**src/rtl/multdiv_seq_unit.sv**
```systemverilog
// Sequential signed multiply (radix-2 shift-add) / divide (non-restoring) unit.
// Takes a one-cycle start pulse and produces a registered result with a one-cycle ready pulse WIDTH+1 edges later.
module multdiv_seq_unit #(
    parameter int WIDTH = 32
) (
    input  logic             clock,
    input  logic             reset,
    input  logic [WIDTH-1:0] data_operandA,
    input  logic [WIDTH-1:0] data_operandB,
    input  logic             ctrl_MULT,
    input  logic             ctrl_DIV,
    output logic [WIDTH-1:0] data_result,
    output logic             data_exception,
    output logic             data_resultRDY
);

    localparam int CW = $clog2(WIDTH);
    localparam logic [WIDTH-1:0]   ONE_W  = {{(WIDTH-1){1'b0}}, 1'b1};
    localparam logic [2*WIDTH-1:0] ONE_2W = {{(2*WIDTH-1){1'b0}}, 1'b1};
    localparam logic [WIDTH-1:0]   MIN_W  = {1'b1, {(WIDTH-1){1'b0}}};
    localparam logic [CW-1:0]      CNT_LAST = CW'(WIDTH-1);
    localparam logic [CW-1:0]      CNT_ONE  = {{(CW-1){1'b0}}, 1'b1};

    typedef enum logic [1:0] {
        IDLE = 2'd0,
        MUL  = 2'd1,
        DIV  = 2'd2,
        DONE = 2'd3
    } state_t;

    function automatic logic [WIDTH-1:0] mag(input logic [WIDTH-1:0] v);
        return v[WIDTH-1] ? ((~v) + ONE_W) : v;
    endfunction

    state_t             state_r;
    logic [CW-1:0]      cnt_r;
    logic               last_r;
    logic [2*WIDTH-1:0] acc_r;
    logic [WIDTH+1:0]   rem_r;
    logic [WIDTH-1:0]   b_mag_r;
    logic               neg_r;
    logic               div_zero_r;
    logic               div_ovf_r;

    logic               start_s;
    logic [WIDTH:0]     mul_add_s;
    logic [WIDTH:0]     mul_sum_s;
    logic [2*WIDTH-1:0] mul_next_s;
    logic [WIDTH+1:0]   rem_shift_s;
    logic [WIDTH+1:0]   rem_next_s;
    logic [WIDTH-1:0]   quo_next_s;
    logic [2*WIDTH-1:0] prod_s;
    logic               mul_exc_s;
    logic [WIDTH-1:0]   quo_s;

    // One shift-add / shift-subtract step and the sign-corrected final values.
    always_comb begin
        start_s     = ctrl_MULT | ctrl_DIV;
        mul_add_s   = acc_r[0] ? {1'b0, b_mag_r} : {(WIDTH+1){1'b0}};
        mul_sum_s   = {1'b0, acc_r[2*WIDTH-1:WIDTH]} + mul_add_s;
        mul_next_s  = {mul_sum_s, acc_r[WIDTH-1:1]};
        rem_shift_s = {rem_r[WIDTH:0], acc_r[WIDTH-1]};
        if (rem_r[WIDTH+1]) begin
            rem_next_s = rem_shift_s + {2'b00, b_mag_r};
        end else begin
            rem_next_s = rem_shift_s - {2'b00, b_mag_r};
        end
        quo_next_s  = {acc_r[WIDTH-2:0], ~rem_next_s[WIDTH+1]};
        prod_s      = neg_r ? ((~acc_r) + ONE_2W) : acc_r;
        mul_exc_s   = (prod_s[2*WIDTH-1:WIDTH] != {WIDTH{prod_s[WIDTH-1]}});
        quo_s       = neg_r ? ((~acc_r[WIDTH-1:0]) + ONE_W) : acc_r[WIDTH-1:0];
    end

    // Control FSM, iteration datapath and registered outputs; a start pulse always wins.
    always_ff @(posedge clock or negedge reset) begin
        if (!reset) begin
            state_r        <= IDLE;
            cnt_r          <= {CW{1'b0}};
            last_r         <= 1'b0;
            acc_r          <= {(2*WIDTH){1'b0}};
            rem_r          <= {(WIDTH+2){1'b0}};
            b_mag_r        <= {WIDTH{1'b0}};
            neg_r          <= 1'b0;
            div_zero_r     <= 1'b0;
            div_ovf_r      <= 1'b0;
            data_result    <= {WIDTH{1'b0}};
            data_exception <= 1'b0;
            data_resultRDY <= 1'b0;
        end else if (start_s) begin
            state_r        <= ctrl_MULT ? MUL : DIV;
            cnt_r          <= {CW{1'b0}};
            last_r         <= 1'b0;
            acc_r          <= {{WIDTH{1'b0}}, mag(data_operandA)};
            rem_r          <= {(WIDTH+2){1'b0}};
            b_mag_r        <= mag(data_operandB);
            neg_r          <= data_operandA[WIDTH-1] ^ data_operandB[WIDTH-1];
            div_zero_r     <= (data_operandB == {WIDTH{1'b0}});
            div_ovf_r      <= (data_operandA == MIN_W) && (data_operandB == {WIDTH{1'b1}});
            data_resultRDY <= 1'b0;
        end else begin
            case (state_r)
                MUL, DIV: begin
                    if (last_r) begin
                        state_r        <= DONE;
                        data_resultRDY <= 1'b1;
                        if (state_r == MUL) begin
                            data_result    <= prod_s[WIDTH-1:0];
                            data_exception <= mul_exc_s;
                        end else if (div_zero_r) begin
                            data_result    <= {WIDTH{1'b0}};
                            data_exception <= 1'b1;
                        end else begin
                            data_result    <= quo_s;
                            data_exception <= div_ovf_r;
                        end
                    end else begin
                        if (state_r == MUL) begin
                            acc_r <= mul_next_s;
                        end else begin
                            rem_r <= rem_next_s;
                            acc_r <= {acc_r[2*WIDTH-1:WIDTH], quo_next_s};
                        end
                        if (cnt_r == CNT_LAST) begin
                            last_r <= 1'b1;
                        end else begin
                            cnt_r <= cnt_r + CNT_ONE;
                        end
                    end
                end
                DONE: begin
                    state_r        <= IDLE;
                    data_resultRDY <= 1'b0;
                end
                IDLE: begin
                    data_resultRDY <= 1'b0;
                end
                default: begin
                    state_r        <= IDLE;
                    data_resultRDY <= 1'b0;
                end
            endcase
        end
    end

endmodule
```
**config.mk**
```make
export PLATFORM = sky130hd
export DESIGN_NAME = multdiv_seq_unit
export DESIGN_NICKNAME = d
export VERILOG_FILES = /design/src/rtl/multdiv_seq_unit.sv
export SDC_FILE = /design/constraint.sdc
export NUM_CORES = 1
export LEC_CHECK = 0
export BUFFER_PORTS_ARGS = -buffer_cell sky130_fd_sc_hd__clkbuf_2
export CAP_MARGIN = 15
export CORE_MARGIN = 8
export CORE_UTILIZATION = 56
export CTS_CLUSTER_DIAMETER = 150
export CTS_CLUSTER_SIZE = 30
export DETAILED_ROUTE_END_ITERATION = 10
export HOLD_SLACK_MARGIN = 0.08
export PLACE_DENSITY = 0.79
export SETUP_SLACK_MARGIN = 0.5
export SYNTH_ARGS = -nofsm -noshare
export SYNTH_HDL_FRONTEND = slang
export SYNTH_SLANG_ARGS = --single-unit
export TNS_END_PERCENT = 10
```
**constraint.sdc**
```tcl
create_clock -name clock -period 4.2 [get_ports clock]
set_clock_uncertainty 0.05 [all_clocks]
set_input_delay 0.84 -clock clock [delete_from_list [all_inputs] [get_ports clock]]
set_output_delay 0.84 -clock clock [all_outputs]
set_load 0.005 [all_outputs]
```
After elaboration in Yosys (flattened, before gate mapping)
Index checks and enable logic that the tools add are counted.

Register bits after elaboration: 175. Input port bits: 68. Output and inout bits: 34. Logic and storage cells: 87.

Add/sub/neg operators: 8. Eq/ne operators: 11. Muxes and demuxes: 33. Bitwise gates (word level): 8. Reduce and logical (&&, ||, !) cells: 14.

Operators by type and width (count): $mux 64 (5); $mux 32 (6); $mux 34 (5); $add 32x1->32 const B (3); $not 32->32 (3); $add 64x1->64 const B (1); $eq 32x32->1 const B (2); $not 64->64 (1); $add 34x32->34 (1); $sub 34x32->34 (1); $add 32x32->33 (1); $logic_not 32->1 (1); $ne 32x32->1 (1); $mux 5 (4); $reduce_and 3->1 (4); $mux 1 (8); $mux 2 (3); $add 5x1->5 const B (1); $eq 5x5->1 const B (1); $eq 2x2->1 const B (2); $ne 2x2->1 const B (2); $pmux 2 s2 (1); $reduce_and 2->1 (2); $reduce_bool 2->1 (2); other kinds (11) (13).

Depth between registers and ports, before layout
Word-level depth: 7. Mapped depth: 18. Depth with buffers taken out: 18.

Least setup slack after synthesis
Ideal clock, no wire load.

Path type: reg2reg. From: reg b_mag_r[11]. To: reg acc_r[0]. Library setup time: 88 ps. Arrival: 3866 ps. Data required time: 4062 ps. Path slack: 196 ps. Cell stages (with the launch flop): 18. Buffers on the path: 0. Clock period less this slack: 4004 ps. Cell sequence: dfrtp_1 > or4_1 > nor4_1 > nand2b_1 > nor3_1 > and4b_1 > a21oi_1 > xor2_1 > ha_1 > nand3_1 > or2_2 > o21ai_0 > a31oi_1 > o211ai_1 > nand3b_1 > and4_1 > a31oi_1 > nor3b_1.

Longest elaborated chain between the ends: 7. Elaborated cells between the ends (all ways): 8. Classes of those cells: 2 x add/sub; 5 x mux; 1 x bitwise.

RTL lines: start, declared (RTL line 40) `logic [WIDTH-1:0] b_mag_r;`; start signal, assigned (RTL line 82) `b_mag_r <= {WIDTH{1'b0}};`; start signal, assigned (RTL line 95) `b_mag_r <= mag(data_operandB);`; $sub 34x32->34 or $add 34x32->34 (tied branches) (RTL line 66, 64); $mux 34 * (RTL line 63) `if (rem_r[WIDTH+1]) begin`; $not 1->1 * (RTL line 68) `quo_next_s = {acc_r[WIDTH-2:0], ~rem_next_s[WIDTH+1]};`; $mux 64 * (RTL line 117) `if (state_r == MUL) begin`; $mux 64 * (RTL line 103) `if (last_r) begin`; $mux 64 * (RTL line 101) `case (state_r)`; $mux 64 * (RTL line 89) `end else if (start_s) begin`; end signal, assigned (RTL line 93) `acc_r <= {{WIDTH{1'b0}}, mag(data_operandA)};`; end signal, assigned (RTL line 118) `acc_r <= mul_next_s;`; end signal, assigned (RTL line 121) `acc_r <= {acc_r[2*WIDTH-1:WIDTH], quo_next_s};`; end, declared (RTL line 38) `logic [2*WIDTH-1:0] acc_r;`.

Every way passes the cells marked *; elsewhere a longest branch is shown, timed or not. The select of a mux whose other input is x is not followed. A chain may end at the register's enable or synchronous reset.

Worst setup path in the final report
From: reg acc_r[22]. To: reg data_exception.

Longest elaborated chain between the ends: 5.

RTL lines: start signal, assigned (RTL line 80) `acc_r <= {(2*WIDTH){1'b0}};`; start signal, assigned (RTL line 93); start signal, assigned (RTL line 118); $not 64->64 (RTL line 69) `prod_s = neg_r ? ((~acc_r) + ONE_2W) : acc_r;`; $add 64x1->64 (RTL line 69); $mux 64 (RTL line 69); $ne 32x32->1 (RTL line 70) `mul_exc_s = (prod_s[2*WIDTH-1:WIDTH] != {WIDTH{prod_s[WIDTH-1]}});`; $mux 1 (RTL line 106) `if (state_r == MUL) begin`; end signal, assigned (RTL line 108) `data_exception <= mul_exc_s;`; end signal, assigned (RTL line 114) `data_exception <= div_ovf_r;`; end, declared (RTL line 13) `output logic data_exception,`.

Every way passes these cells.

==> results.tsv <==
metric	value	unit
antenna violations before repair	0	
Worst R2R End	data_exception$_DFFE_PN0P_	
async set or reset register ratio after synthesis	100	%
required time of the critical path	4.46	ns
number of unique standard cell types used by synthesis	70	
top cells by area in the synthesized netlist	sky130_fd_sc_hd__dfrtp_1 30%, sky130_fd_sc_hd__xor2_1 8.9%, sky130_fd_sc_hd__ha_1 6.5%	
number of detailed-routing iterations run before antenna repair	6	
standard-cell row count	59	
via-per-instance ratio	6.34	
cell with the most instances after synthesis	sky130_fd_sc_hd__nand2_1	
antenna viol nets, final	0	
via count	14300	
switching fraction of total power	39.5	%
starting density of the core	56.4	%
setup repair after global routing missed its margin	yes	
count of synthesis-stage warnings from yosys	0	
clock buffer depth	2	
worst min path class	in2async	
clock transition time at the flip-flop clock pins of the worst setup and hold paths	0.08	ns
count of max-cap constraint violations	0	
hold buffers post-CTS	0	
Crit Path Category	reg2reg	
reported leakage power	7.47	nW
total core area	0.0258	mm^2
global placement routability congestion	0.974	
Netlist Area Pre-Place	0.0145	mm^2
fill count	2168	
number of input and output port buffers inserted	101	
peak ir drop on the vdd network	0.000223	V
cell area power density	351	mW/mm^2
final routed wire length divided by cell count	18.9	um
overall die width	177	um
Sum Neg Setup Slack	0	ns
Critical Path Fanout Max	6	
Flop pwr share	34.9	%
list of most frequent post-synthesis cells	243 x sky130_fd_sc_hd__nand2_1, 179 x sky130_fd_sc_hd__o21ai_0, 175 x sky130_fd_sc_hd__dfrtp_1	
Final Setup Violations	0	
maximum level of the CTS H-tree	4	
relative max-transition margin	42.1	%
period utilization	94.7	%
remaining routing DRC violations	0	
clk_lat worst skew	0.44	ns
syn_area_per_cell	8.10	um^2
instance count of the mapped netlist	1795	
chip height	177	um
post-route worst hold slack	0.352	ns
fraction of power consumed by the clock network	28.4	%
switching power	2.29	mW
kind of end point of the critical path	register	
worst reg2reg startpoint	acc_r[22]$_DFFE_PN0P_	
area growth from synthesis to layout	13.7	%
startpoint class of the critical path	register	
via count of the first global-routing pass	13600	
Arrival @ worst endpoint	4.24	ns
number of synthesized flops with an enable pin	0	
flip-flop and latch count after synthesis	175	
maximum number of pins on one net before global-route repair	92	
most used flip-flop cell after synthesis	sky130_fd_sc_hd__dfrtp_1	
DRC marker count from the first detailed-route iteration	1377	
Clock Root Buffer	sky130_fd_sc_hd__clkbuf_16	
relative contribution of combinational cells to total power	36.7	%
setup slack of the most critical reg-to-reg path	0.22	ns
final hold vios	0	
Worst Tran Pin Value	0.868	ns
final critical-path required period	3.98	ns
timing-limited maximum frequency	251	MHz
Antenna Diode Count	0	
Total Routing Usage GR	26.9	%
I/O Pins	102	
sequential-to-total area share from yosys stat	30.1	%
Synth top area share	30.1	%
result of the run	completed	
final HPWL from detailed placement	31.8	mm
fraction of layout cells with a size suffix above 1	14.7	%
CTS tree	yes	
fin. max-slew vios	0	
internal power summed over all cells	3.51	mW
wire length of the first global-routing pass	69.4	mm
Worst Reg2Reg Path Length in Cells	9	
library cell occupying the most area in the post-synthesis netlist	sky130_fd_sc_hd__dfrtp_1	
clock buffer count from CTS	17	
number of clock sinks	175	
die footprint	0.0314	mm^2
leftover overflow at the end of global routing	0	
final routed wirelength across all metal layers	42.4	mm
Final Net Count	2044	
Synthesized Nets	1940	
==> timing repair <==
| item | CTS | global route |
|---|---|---|
| endpoints found under the setup margin | 20 | 28 |
| resized for setup | 16 | 24 |
| pin swaps | 15 | 22 |
| buffers inserted | 11 | 6 |
==> through the flow <==
stage	setup slack, ns	area, um^2	power (mW)	util [%]	cells
floorplan	0.332	14600	3.42	-	1795
global placement	0.107	15600	3.99	60.7	2198
detailed placement	0.0240	15600	4.04	60.7	2198
CTS	0.241	16400	5.73	63.7	2241
global route	-0.0164	16500	6.11	64.1	2247
finish	0.221	16500	5.81	64.1	2247
==> registers in the layout, summed over array words and instances, names as in the netlist, 2 cells and up <==
register,count
cnt_r,5
state_r,2
data_result,32
acc_r,64
rem_r,34
b_mag_r,32
==> power by group through the flow <==
stage          logic, mW  registers (mW)  clock network (mW)
4_1_cts             2.05            2.02                1.66
2_1_floorplan       1.46            1.96                   0
5_1_grt             2.34            2.05                1.73
6_report            2.13            2.03                1.65
3_5_place_dp        1.99            2.04                   0
3_3_place_gp        1.95            2.04                   0
==> cells in the final DEF, fill, tap and decap left out, types with 20 or more instances in the layout <==
| cell | instances |
|---|---|
| sky130_fd_sc_hd__nand2_1 | 242 |
| sky130_fd_sc_hd__or3_1 | 20 |
| sky130_fd_sc_hd__nand4_1 | 24 |
| sky130_fd_sc_hd__nand3_1 | 27 |
| sky130_fd_sc_hd__nor4_1 | 24 |
| sky130_fd_sc_hd__or4_1 | 27 |
| sky130_fd_sc_hd__nor2_1 | 101 |
| sky130_fd_sc_hd__mux2i_1 | 37 |
| sky130_fd_sc_hd__and2_1 | 27 |
| sky130_fd_sc_hd__buf_4 | 79 |
| sky130_fd_sc_hd__xor2_1 | 148 |
| sky130_fd_sc_hd__o211ai_1 | 36 |
| sky130_fd_sc_hd__ha_1 | 72 |
| sky130_fd_sc_hd__o21ai_0 | 175 |
| sky130_fd_sc_hd__a21o_1 | 40 |
| sky130_fd_sc_hd__o31ai_1 | 33 |
| sky130_fd_sc_hd__inv_1 | 41 |
| sky130_fd_sc_hd__nor3_1 | 41 |
| sky130_fd_sc_hd__clkbuf_2 | 100 |
| sky130_fd_sc_hd__o41ai_1 | 31 |
| sky130_fd_sc_hd__a21oi_1 | 103 |
| sky130_fd_sc_hd__dfrtp_1 | 172 |
| sky130_fd_sc_hd__xnor2_1 | 50 |
==> worst max path at each step <==
stage | from | endpoint | slack, ns | depth (start not counted)
floorplan | b_mag_r[11]$_DFFE_PN0N_ | acc_r[0]$_DFFE_PN0P_ | 0.33 | 17
global placement | b_mag_r[12]$_DFFE_PN0N_ | acc_r[0]$_DFFE_PN0P_ | 0.11 | 17
detailed placement | b_mag_r[12]$_DFFE_PN0N_ | acc_r[0]$_DFFE_PN0P_ | 0.02 | 17
CTS | b_mag_r[10]$_DFFE_PN0N_ | rem_r[32]$_DFFE_PN0P_ | 0.24 | 17
global route | b_mag_r[11]$_DFFE_PN0N_ | acc_r[0]$_DFFE_PN0P_ | -0.02 | 17
finish | acc_r[22]$_DFFE_PN0P_ | data_exception$_DFFE_PN0P_ | 0.22 | 9
==> area by class of cell <==
type	count	area [um^2]	share of cell area [%]
multi-input cells	1482	9830	59.5
flip-flops and latches	175	4380	26.5
repair buffers	182	1140	6.87
clock buffers	18	439	2.66
well taps	335	419	2.54
clock inverters	14	168	1.01
inverters	41	154	0.931
==> routing by layer <==
| metal | track usage [%] | vias up | wire (um) |
|---|---|---|---|
| met2 | 42.4 | 630 | 19500 |
| met3 | 4.44 | 77 | 3260 |
| met5 | 0 | - | 0 |
| met1 | 37.4 | 6807 | 18900 |
| met4 | 7.64 | 0 | 755 |
| li1 | - | 6738 | - |
==> critical path, cell delays in order, from the launching register on <==
cell and delay [ns]:
sky130_fd_sc_hd__dfrtp_2 0.46, sky130_fd_sc_hd__or4_4 0.59, sky130_fd_sc_hd__or4_4 0.58, sky130_fd_sc_hd__or4_4 0.51, sky130_fd_sc_hd__o41ai_4 0.37, sky130_fd_sc_hd__xor2_1 0.21
sky130_fd_sc_hd__nand2_1 0.07, sky130_fd_sc_hd__or4_1 0.56, sky130_fd_sc_hd__a2111oi_2 0.37, sky130_fd_sc_hd__a21oi_1 0.10
==> kinds of logic (layout without fill, tap and decap cells) <==
family	Yosys count	count (layout)	synth area share, %
and+or+nand+nor	637	637	21.6
adders and majority gates	77	77	6.73
muxes	40	40	2.78
DFF	175	175	30.1
buffers and inverters	138	255	3.58
AOI/OAI and AO/OA	530	530	23.2
xor gates and xnor gates	198	198	11.9
(Power assumes the default switching activity.)
